### config.mk
export PLATFORM = sky130hd
export DESIGN_NAME = vedic_mult_pipe
export DESIGN_NICKNAME = d
export VERILOG_FILES = /design/src/rtl/vedic_pkg.sv /design/src/rtl/cla_adder.sv /design/src/rtl/vedic_mult_half.sv /design/src/rtl/vedic_mult_pipe.sv
export SDC_FILE = /design/constraint.sdc
export NUM_CORES = 1
export LEC_CHECK = 0
export BUFFER_PORTS_ARGS = -buffer_cell sky130_fd_sc_hd__buf_2
export CORE_ASPECT_RATIO = 0.7
export CORE_MARGIN = 5
export CORE_UTILIZATION = 50
export DETAILED_ROUTE_END_ITERATION = 6
export PLACE_DENSITY = 0.67
export RECOVER_POWER = 100
export SLEW_MARGIN = 30
export SYNTH_ARGS = -nofsm -noshare
export SYNTH_HDL_FRONTEND = slang
export SYNTH_HIERARCHICAL = 1
export SYNTH_SLANG_ARGS = --single-unit
export TNS_END_PERCENT = 100
### constraint.sdc
create_clock -name clk -period 7 [get_ports clk]
set_input_delay 0.7 -clock clk [delete_from_list [all_inputs] [get_ports clk]]
set_output_delay 0.7 -clock clk [all_outputs]
set_load 0.02 [all_outputs]
### src/rtl/vedic_pkg.sv
// Shared types and helpers for the Vedic multiplier pipeline.
package vedic_pkg;

  // Half-operand width used by the Urdhva split.
  function automatic int unsigned half_w(input int unsigned width);
    return width / 2;
  endfunction

  // Valid bits travelling alongside the three pipeline stages.
  typedef struct packed {
    logic s1;
    logic s2;
    logic s3;
  } stage_valid_t;

endpackage

### src/rtl/cla_adder.sv
// Combinational W-bit carry-lookahead adder; carries are formed directly from
// generate/propagate terms. Result is truncated to W bits, so callers
// zero-extend operands when they need the carry out.
module cla_adder #(
  parameter int unsigned W = 8
) (
  input  logic [W-1:0] a,
  input  logic [W-1:0] b,
  output logic [W-1:0] sum
);

  logic [W-2:0] g;
  logic [W-1:0] p;
  logic [W-1:0] c;
  logic         term;
  logic         cy;

  // Carry into bit i = OR over j<i of g[j] AND all propagates between j and i.
  always_comb begin
    g    = a[W-2:0] & b[W-2:0];
    p    = a ^ b;
    c    = '0;
    term = 1'b0;
    cy   = 1'b0;
    for (int unsigned i = 1; i < W; i++) begin
      cy = 1'b0;
      for (int unsigned j = 0; j < i; j++) begin
        term = g[j];
        for (int unsigned k = j + 1; k < i; k++) begin
          term = term & p[k];
        end
        cy = cy | term;
      end
      c[i] = cy;
    end
    sum = p ^ c;
  end

endmodule

### src/rtl/vedic_mult_half.sv
// Combinational N x N unsigned Urdhva-Tiryakbhyam multiplier. Each column's
// vertical/crosswise bit products are counted, the counts are sliced into
// bit-planes, and the planes are summed with CLA adders.
module vedic_mult_half #(
  parameter int unsigned N = 4
) (
  input  logic [N-1:0]   a,
  input  logic [N-1:0]   b,
  output logic [2*N-1:0] p
);

  localparam int unsigned PW = 2 * N;
  localparam int unsigned CW = $clog2(N + 1);

  logic [CW-1:0][PW-1:0] plane;
  logic [CW-1:0][PW-1:0] part;

  // Column k count contributes bit r of the count at weight k+r.
  always_comb begin
    plane = '0;
    for (int unsigned k = 0; k < PW - 1; k++) begin
      int unsigned cnt;
      cnt = 0;
      for (int unsigned i = 0; i < N; i++) begin
        if (k >= i && (k - i) < N) begin
          cnt = cnt + ((a[i] & b[k-i]) ? 1 : 0);
        end
      end
      for (int unsigned r = 0; r < CW; r++) begin
        if (k + r < PW) begin
          plane[r][k+r] = ((cnt >> r) & 1) != 0;
        end
      end
    end
  end

  // Every partial sum is bounded by the final product, so PW bits never overflow.
  assign part[0] = plane[0];
  for (genvar gi = 1; gi < CW; gi++) begin : g_acc
    cla_adder #(.W(PW)) u_add (
      .a   (part[gi-1]),
      .b   (plane[gi]),
      .sum (part[gi])
    );
  end

  assign p = part[CW-1];

endmodule

### src/rtl/vedic_mult_pipe.sv
// Three-stage pipelined unsigned WIDTH x WIDTH Vedic multiplier with a
// valid/ready handshake and a single global advance enable.
// Optional feature: define VEDIC_MAC_EN to add acc_clr/acc_out and a
// wrapping accumulator of transferred products.
module vedic_mult_pipe
  import vedic_pkg::*;
#(
  parameter int unsigned WIDTH     = 8,
  parameter int unsigned ACC_WIDTH = 24
) (
  input  logic                 clk,
  input  logic                 rst,
  input  logic                 in_valid,
  output logic                 in_ready,
  input  logic [WIDTH-1:0]     a,
  input  logic [WIDTH-1:0]     b,
  output logic                 out_valid,
  input  logic                 out_ready,
  output logic [2*WIDTH-1:0]   product
`ifdef VEDIC_MAC_EN
  ,
  input  logic                 acc_clr,
  output logic [ACC_WIDTH-1:0] acc_out
`endif
);

  localparam int unsigned HALF = half_w(WIDTH);
  localparam int unsigned PW   = 2 * HALF;

  if (WIDTH < 4 || (WIDTH % 2) != 0) begin : g_bad_width
    $error("vedic_mult_pipe: WIDTH must be even and >= 4");
  end
  if (ACC_WIDTH < 2 * WIDTH) begin : g_bad_acc
    $error("vedic_mult_pipe: ACC_WIDTH must be >= 2*WIDTH");
  end

  typedef struct packed {
    logic [PW-1:0] q0;
    logic [PW-1:0] q1;
    logic [PW-1:0] q2;
    logic [PW-1:0] q3;
  } pp_t;

  typedef struct packed {
    logic [PW-1:0] q0;
    logic [PW:0]   mid;
    logic [PW-1:0] q3;
  } red_t;

  stage_valid_t       sv_q, sv_d;
  pp_t                pp_q, pp_d, pp_c;
  red_t               rd_q, rd_d;
  logic [PW:0]        mid_c;
  logic [2*WIDTH-1:0] prod_c;
  logic [2*WIDTH-1:0] product_q, product_d;
  logic               adv;

  vedic_mult_half #(.N(HALF)) u_q0 (.a(a[HALF-1:0]),     .b(b[HALF-1:0]),     .p(pp_c.q0));
  vedic_mult_half #(.N(HALF)) u_q1 (.a(a[WIDTH-1:HALF]), .b(b[HALF-1:0]),     .p(pp_c.q1));
  vedic_mult_half #(.N(HALF)) u_q2 (.a(a[HALF-1:0]),     .b(b[WIDTH-1:HALF]), .p(pp_c.q2));
  vedic_mult_half #(.N(HALF)) u_q3 (.a(a[WIDTH-1:HALF]), .b(b[WIDTH-1:HALF]), .p(pp_c.q3));

  cla_adder #(.W(PW + 1)) u_mid (
    .a   ({1'b0, pp_q.q1}),
    .b   ({1'b0, pp_q.q2}),
    .sum (mid_c)
  );

  // q3 and q0 occupy disjoint bit ranges, so they concatenate without an add.
  cla_adder #(.W(2 * WIDTH)) u_fin (
    .a   ({rd_q.q3, rd_q.q0}),
    .b   ({{(HALF - 1){1'b0}}, rd_q.mid, {HALF{1'b0}}}),
    .sum (prod_c)
  );

  // Next-state for all stages: everything moves together when adv is high.
  always_comb begin
    adv       = !(sv_q.s3 && !out_ready);
    sv_d      = sv_q;
    pp_d      = pp_q;
    rd_d      = rd_q;
    product_d = product_q;
    if (adv) begin
      sv_d = '{s1: in_valid, s2: sv_q.s1, s3: sv_q.s2};
      pp_d = pp_c;
      rd_d = '{q0: pp_q.q0, mid: mid_c, q3: pp_q.q3};
      // Bubbles pass through but must not overwrite the last visible product.
      if (sv_q.s2) begin
        product_d = prod_c;
      end
    end
  end

  // Stage registers with synchronous reset.
  always_ff @(posedge clk) begin
    if (rst) begin
      sv_q      <= '0;
      pp_q      <= '0;
      rd_q      <= '0;
      product_q <= '0;
    end else begin
      sv_q      <= sv_d;
      pp_q      <= pp_d;
      rd_q      <= rd_d;
      product_q <= product_d;
    end
  end

  assign in_ready  = adv;
  assign out_valid = sv_q.s3;
  assign product   = product_q;

`ifdef VEDIC_MAC_EN
  logic [ACC_WIDTH-1:0] acc_q, acc_d;

  // Clear takes effect first, so a coincident transfer lands on zero.
  always_comb begin
    acc_d = acc_clr ? '0 : acc_q;
    if (sv_q.s3 && out_ready) begin
      acc_d = acc_d + ACC_WIDTH'(product_q);
    end
  end

  // Accumulator register.
  always_ff @(posedge clk) begin
    if (rst) begin
      acc_q <= '0;
    end else begin
      acc_q <= acc_d;
    end
  end

  assign acc_out = acc_q;
`endif

endmodule
* After elaboration in Yosys (flattened, before gate mapping)
Cells that the tools add are included.
** Word-level totals
- Input port bits :: 20
- Logic and storage cells :: 812
- Output and inout port bits :: 18
- Register bits :: 76
** Operators by class
- Muxes and demuxes :: 64
- Reduce and logical (&&, ||, !) cells :: 4
- Bitwise logic cells :: 697
- Add/subtract/negate cells :: 36
** Operators by type and width (number)
- 1-bit AND :: 365
- 1-bit OR :: 301
- 8-bit bitwise XOR :: 13
- 1-bit two-way mux :: 64
- 7-bit AND :: 8
- 3-bit adder :: 16
- 7-bit by 8-bit bitwise XOR with 8-bit output :: 4
- 3-bit by 1-bit adder with 3-bit output :: 8
- 16-bit by 13-bit bitwise XOR with 16-bit output :: 1
- 16-bit bitwise XOR :: 1
- 15-bit by 13-bit AND with 15-bit output :: 1
- 1-bit by 3-bit adder with 3-bit output :: 4
- 2-bit by 1-bit adder with 3-bit output :: 4
- 9-bit bitwise XOR :: 1
- 1-bit by 1-bit adder with 2-bit output :: 4
- 8-bit AND :: 1
- 1-bit zero test :: 2
- 2-bit AND reduction :: 1
- 1-bit logical AND :: 1
- 1-bit NOT :: 1

* Longest topological paths before layout
- Depth after elaboration :: 33
- Gate-level depth with buffers :: 17
- Mapped depth without buffers :: 17

* Hierarchy
Netlist, hierarchy kept.
** By module, submodules not included
- vedic_mult_pipe :: cells each 333, sequential area each 1521.5 um^2, area an instance 2685.1 um^2, times used 1
- cla_adder (u_q0.g_acc[1].u_add ...) :: cells each 30, sequential area each 0.0 um^2, area an instance 272.8 um^2, times used 7
- vedic_mult_half (u_q0 ...) :: cells each 27, sequential area each 0.0 um^2, area an instance 251.5 um^2, times used 3
- cla_adder (u_fin) :: cells each 78, sequential area each 0.0 um^2, area an instance 601.8 um^2, times used 1
- cla_adder (u_mid) :: cells each 40, sequential area each 0.0 um^2, area an instance 329.1 um^2, times used 1
- cla_adder (u_q3.g_acc[2].u_add) :: cells each 30, sequential area each 0.0 um^2, area an instance 260.2 um^2, times used 1
- vedic_mult_half (u_q3) :: cells each 30, sequential area each 0.0 um^2, area an instance 257.7 um^2, times used 1

* Worst setup path after synthesis
No wires, ideal clock.
- Kind :: input to register
- Start point :: input port b[6]
- End point :: register pp_q[15] (netlist bit)
- Setup slack :: 3.282 ns
- Path buffers :: 0
- Arrival time :: 3.648 ns
- Data required time :: 6.930 ns
- Library setup time :: 0.070 ns
- Stages on the path :: 15
- Cells stage by stage :: and2_1 > ha_1 > fa_1 > ha_1 > ha_1 > nor2_1 > a2111oi_4 > nor2_1 > xnor2_1 > ha_1 > a21o_1 > a21oi_1 > xnor2_1 > nand2_1 > a21oi_1
** RTL lines
- from (decl) :: RTL line vedic_mult_pipe.sv:16 : input logic [WIDTH-1:0] b,
- to (signal assigned) :: RTL line vedic_mult_pipe.sv:103 : pp_q <= pp_d;
- to (decl) :: RTL line vedic_mult_pipe.sv:51 : pp_t pp_q, pp_d, pp_c;

* Worst setup path after layout
- Start point :: input port out_ready
- End point :: output port in_ready
** Between the ends
- Word-level cells in the longest chain between the ends :: 3
** RTL lines
- from (decl) :: RTL line vedic_mult_pipe.sv:18 : input logic out_ready,
- 1-bit zero test :: RTL line vedic_mult_pipe.sv:78 : adv = !(sv_q.s3 && !out_ready);
- 1-bit logical AND :: RTL line vedic_mult_pipe.sv:78
- 1-bit zero test :: RTL line vedic_mult_pipe.sv:78
- to (decl) :: RTL line vedic_mult_pipe.sv:14 : output logic in_ready,
Every way passes these cells.

==> metrics.md <==
| Metric | Value |
|---|---|
| Outcome | finished with violations |
| Violations in the final reports | capacitance limit, slew limit |
| Top-level I/O count | 38 |
| Via count of the first global-routing pass | 5266 |
| Count of flip-flops with a built-in enable after synthesis | 0 |
| Number of H-tree branching levels | 3 |
| Launching element type of the critical path | input port |
| Overflow left after global routing | 0 |
| Part of the cycle the worst path needs | 65.2% |
| Max clock buf depth | 2 |
| Proportion of register bits with asynchronous set or reset after synthesis | 0% |
| Clock latency at the later pin of the worst-skew pair | 0.33 ns |
| Multi-input logic area | 5270 um2 |
| Post-route non-filler standard cell count | 1068 |
| Setup CP Type | input port to output port |
| TNS Setup | 0 ns |
| Floorplan Core Area | 13200 um2 |
| Hpwl dp | 10.6 mm |
| Clock tree sinks | 76 |
| Met3 track demand over resource in global routing | 3.16% |
| Detailed Route Iter0 Violations | 232 |
| Cell repeated most along the worst path | clkbuf_1 |
| Met2 Resource Use GR | 28.3% |
| Number of cells produced by synthesis | 802 |
| Global Route met1 Usage | 25.8% |
| Busiest metal layer after global routing | met2 |
| Resize count post-CTS | 0 |
| Sequential-to-total area share from yosys stat | 22.4% |
| Count of endpoints failing setup in the final report | 0 |
| Synthesized area per cell | 8.48 um2 |
| Drt drc | 0 |
| Leakage Power | 0.00354 uW |
| CP Data Arrival Time | 3.86 ns |
| Chip width | 149 um |
| Vias/cell | 5.06 |
| PwrDens | 239 nW/um2 |
| Final routed wirelength across all metal layers | 13.6 mm |
| Final RePlAce weighted congestion | 0.807 |
| Post-synth top flop | dfxtp_1 |
| Fill cell total of the finished layout | 1289 |
| Layout net count | 1038 |
| Count of synthesis-stage warnings from yosys | 6 |
| Largest delay contributor family on the critical path | buffers and inverters |
| Synth-to-Final Area Change | 10.4% |
| Most frequent standard cell in the layout excluding fill and tap cells | nand2_1 |
| Antenna violations before repair | 0 |
| PortBufs | 37 |
| Count of antenna-violating nets left after detailed routing | 0 |
| Number of post-CTS setup repair buffers | 0 |
| Hold buffer count at cts | 0 |
| Die Height | 108 um |
| Highest clock rate | 219 MHz |
| Highest fanout seen on the critical path | 76 |
| Cells along the critical path | clkbuf_1 -> nor2b_4 -> clkbuf_1 -> clkinv_1 -> clkbuf_1 |
| Commonest non-fill, non-tap cells in the layout | nand2_1 (136), ha_1 (117), a21oi_1 (97), dfxtp_1 (76), and2_1 (64) |
| Classification of the worst-slack hold path | flip-flop to flip-flop |
| Maximum VDD drop | 0.140 mV |
| Root cell of the clock tree | clkbuf_16 |
| End-of-flow core utilization | 56.7% |
| Number of max-slew violations in the final report | 77 |
| Area taken by flip-flops and latches | 1520 um2 |
| CTS tree | built |
| Number of vias after detailed routing | 5405 |
| Total global-route track usage | 17.8% |
| Share of post-route cells with drive strength above 1 | 5.78% |
| Netlist area before placement | 6800 um2 |
| TritonCTS Buffers | 9 |
| Count of inserted antenna diode cells | 0 |
| Setup repair after global routing missed its margin | false |
| Max capacitance violation total | 1 |
| Flip-flop and latch count after synthesis | 76 |
| Delay of the slowest cell on the worst path | 2.26 ns |
| Overall die area | 16100 um2 |
| Maximum number of pins on one net before global-route repair | 77 |
| Bufs and invs on worst path | 4 |
| Number of distinct library cell variants in the gate-level netlist after synthesis | 44 |
| Effective utilization at floorplan | 51.4% |
| Worst slew pin tran | 3.23 ns |
| Worst slew margin relative to its limit | -115% |
| Row count | 35 |
| Fin crit period | 4.56 ns |
| Endpoint type of the worst setup path | output port |
| First-pass iteration count of the detailed router | 4 |
| Number of hold violations in the final report | 0 |
| Clock Skews | 0.00508 ns |
| Worst Hold Slack | 0.451 ns |
| Drt wl/cell | 12.8 um |
| Slowest-stage cell, CP | clkbuf_1 |
| Inst Count DP | 1053 |
| Clock transition time at the flip-flop clock pins of the worst setup and hold paths | 0.05 ns |
| Wire length of the first global-routing pass | 23.7 mm |
| Required time of the critical path | 6.30 ns |
## worst reg2reg max path, delay by kind of cell, from the launching register on
family | cells | cell delay, ns
flops | 1 | 0.33
buf+inv | 3 | 3.19
simple gates | 2 | 0.42
compound gates | 1 | 0.09
## path summary, 6_finish.rpt
path	endpoint	start	cells after the start	slack, ns
hold reg to reg	pp_q[2]	pp_q[2]	2	0.45
setup / recovery	in_ready	out_ready	5	2.44
setup reg to reg	rd_q[2]	out_valid	6	2.84
hold / removal	pp_q[2]	pp_q[2]	2	0.45
## through the flow
step           instance area [um2]  setup WS, ns  power, uW
5_1_grt                       7500          2.11       1950
2_1_floorplan                 7000          3.28       1240
4_1_cts                       7530          3.21       1790
3_3_place_gp                  7280          2.93       1380
6_report                      7500          2.44       1790
3_5_place_dp                  7280          2.89       1390
## power by group
part	total (uW)	internal, uW	switching, uW	leakage (uW)
combinational	808	357	451	0.00279
sequential	583	525	58.6	0.000627
clock	401	236	165	0.000126
## sequential cells by signal, indices dropped and copies added (netlist names)
signal and flops:
out_valid 1, pp_q 32, product 16, rd_q 25, sv_q 2
## layout make-up
cell class	count	area share, %
multi-input combinational	738	70.2
sequential	76	20.3
clock buffer	12	3.15
tap	185	3.08
timing repair buffer	40	2.40
inverter	14	0.700
clock inverter	3	0.200
## synthesized netlist by cell type (12+ instances only)
| cell | n | area (um2) |
|---|---|---|
| nor2_1 | 41 | 154 |
| inv_1 | 12 | 45.0 |
| a21oi_1 | 97 | 485 |
| o21ai_0 | 21 | 105 |
| and2_1 | 64 | 400 |
| nor3_1 | 19 | 95.1 |
| dfxtp_1 | 76 | 1520 |
| nand2_1 | 136 | 510 |
| xnor2_1 | 33 | 289 |
| fa_1 | 22 | 440 |
| nand3_1 | 19 | 95.1 |
| xor2_1 | 29 | 254 |
| ha_1 | 117 | 1460 |
## metal layers
layer  vias to the layer above  part of all wire, %
met1                      2512                   52
met2                        37                   44
met3                         5                  3.7
met5                         -                    0
li1                       2851                    -
met4                         0                 0.45
## logic make-up after synthesis
| group | synth area share, % |
|---|---|
| buf+inv | 3.06 |
| simple gates | 20.1 |
| fa+ha+maj | 28.0 |
| other cells | 0.276 |
| compound gates | 18.1 |
| xor+xnor | 7.99 |
| flops | 22.4 |
Note: power is estimated with default switching activity, not from simulation.
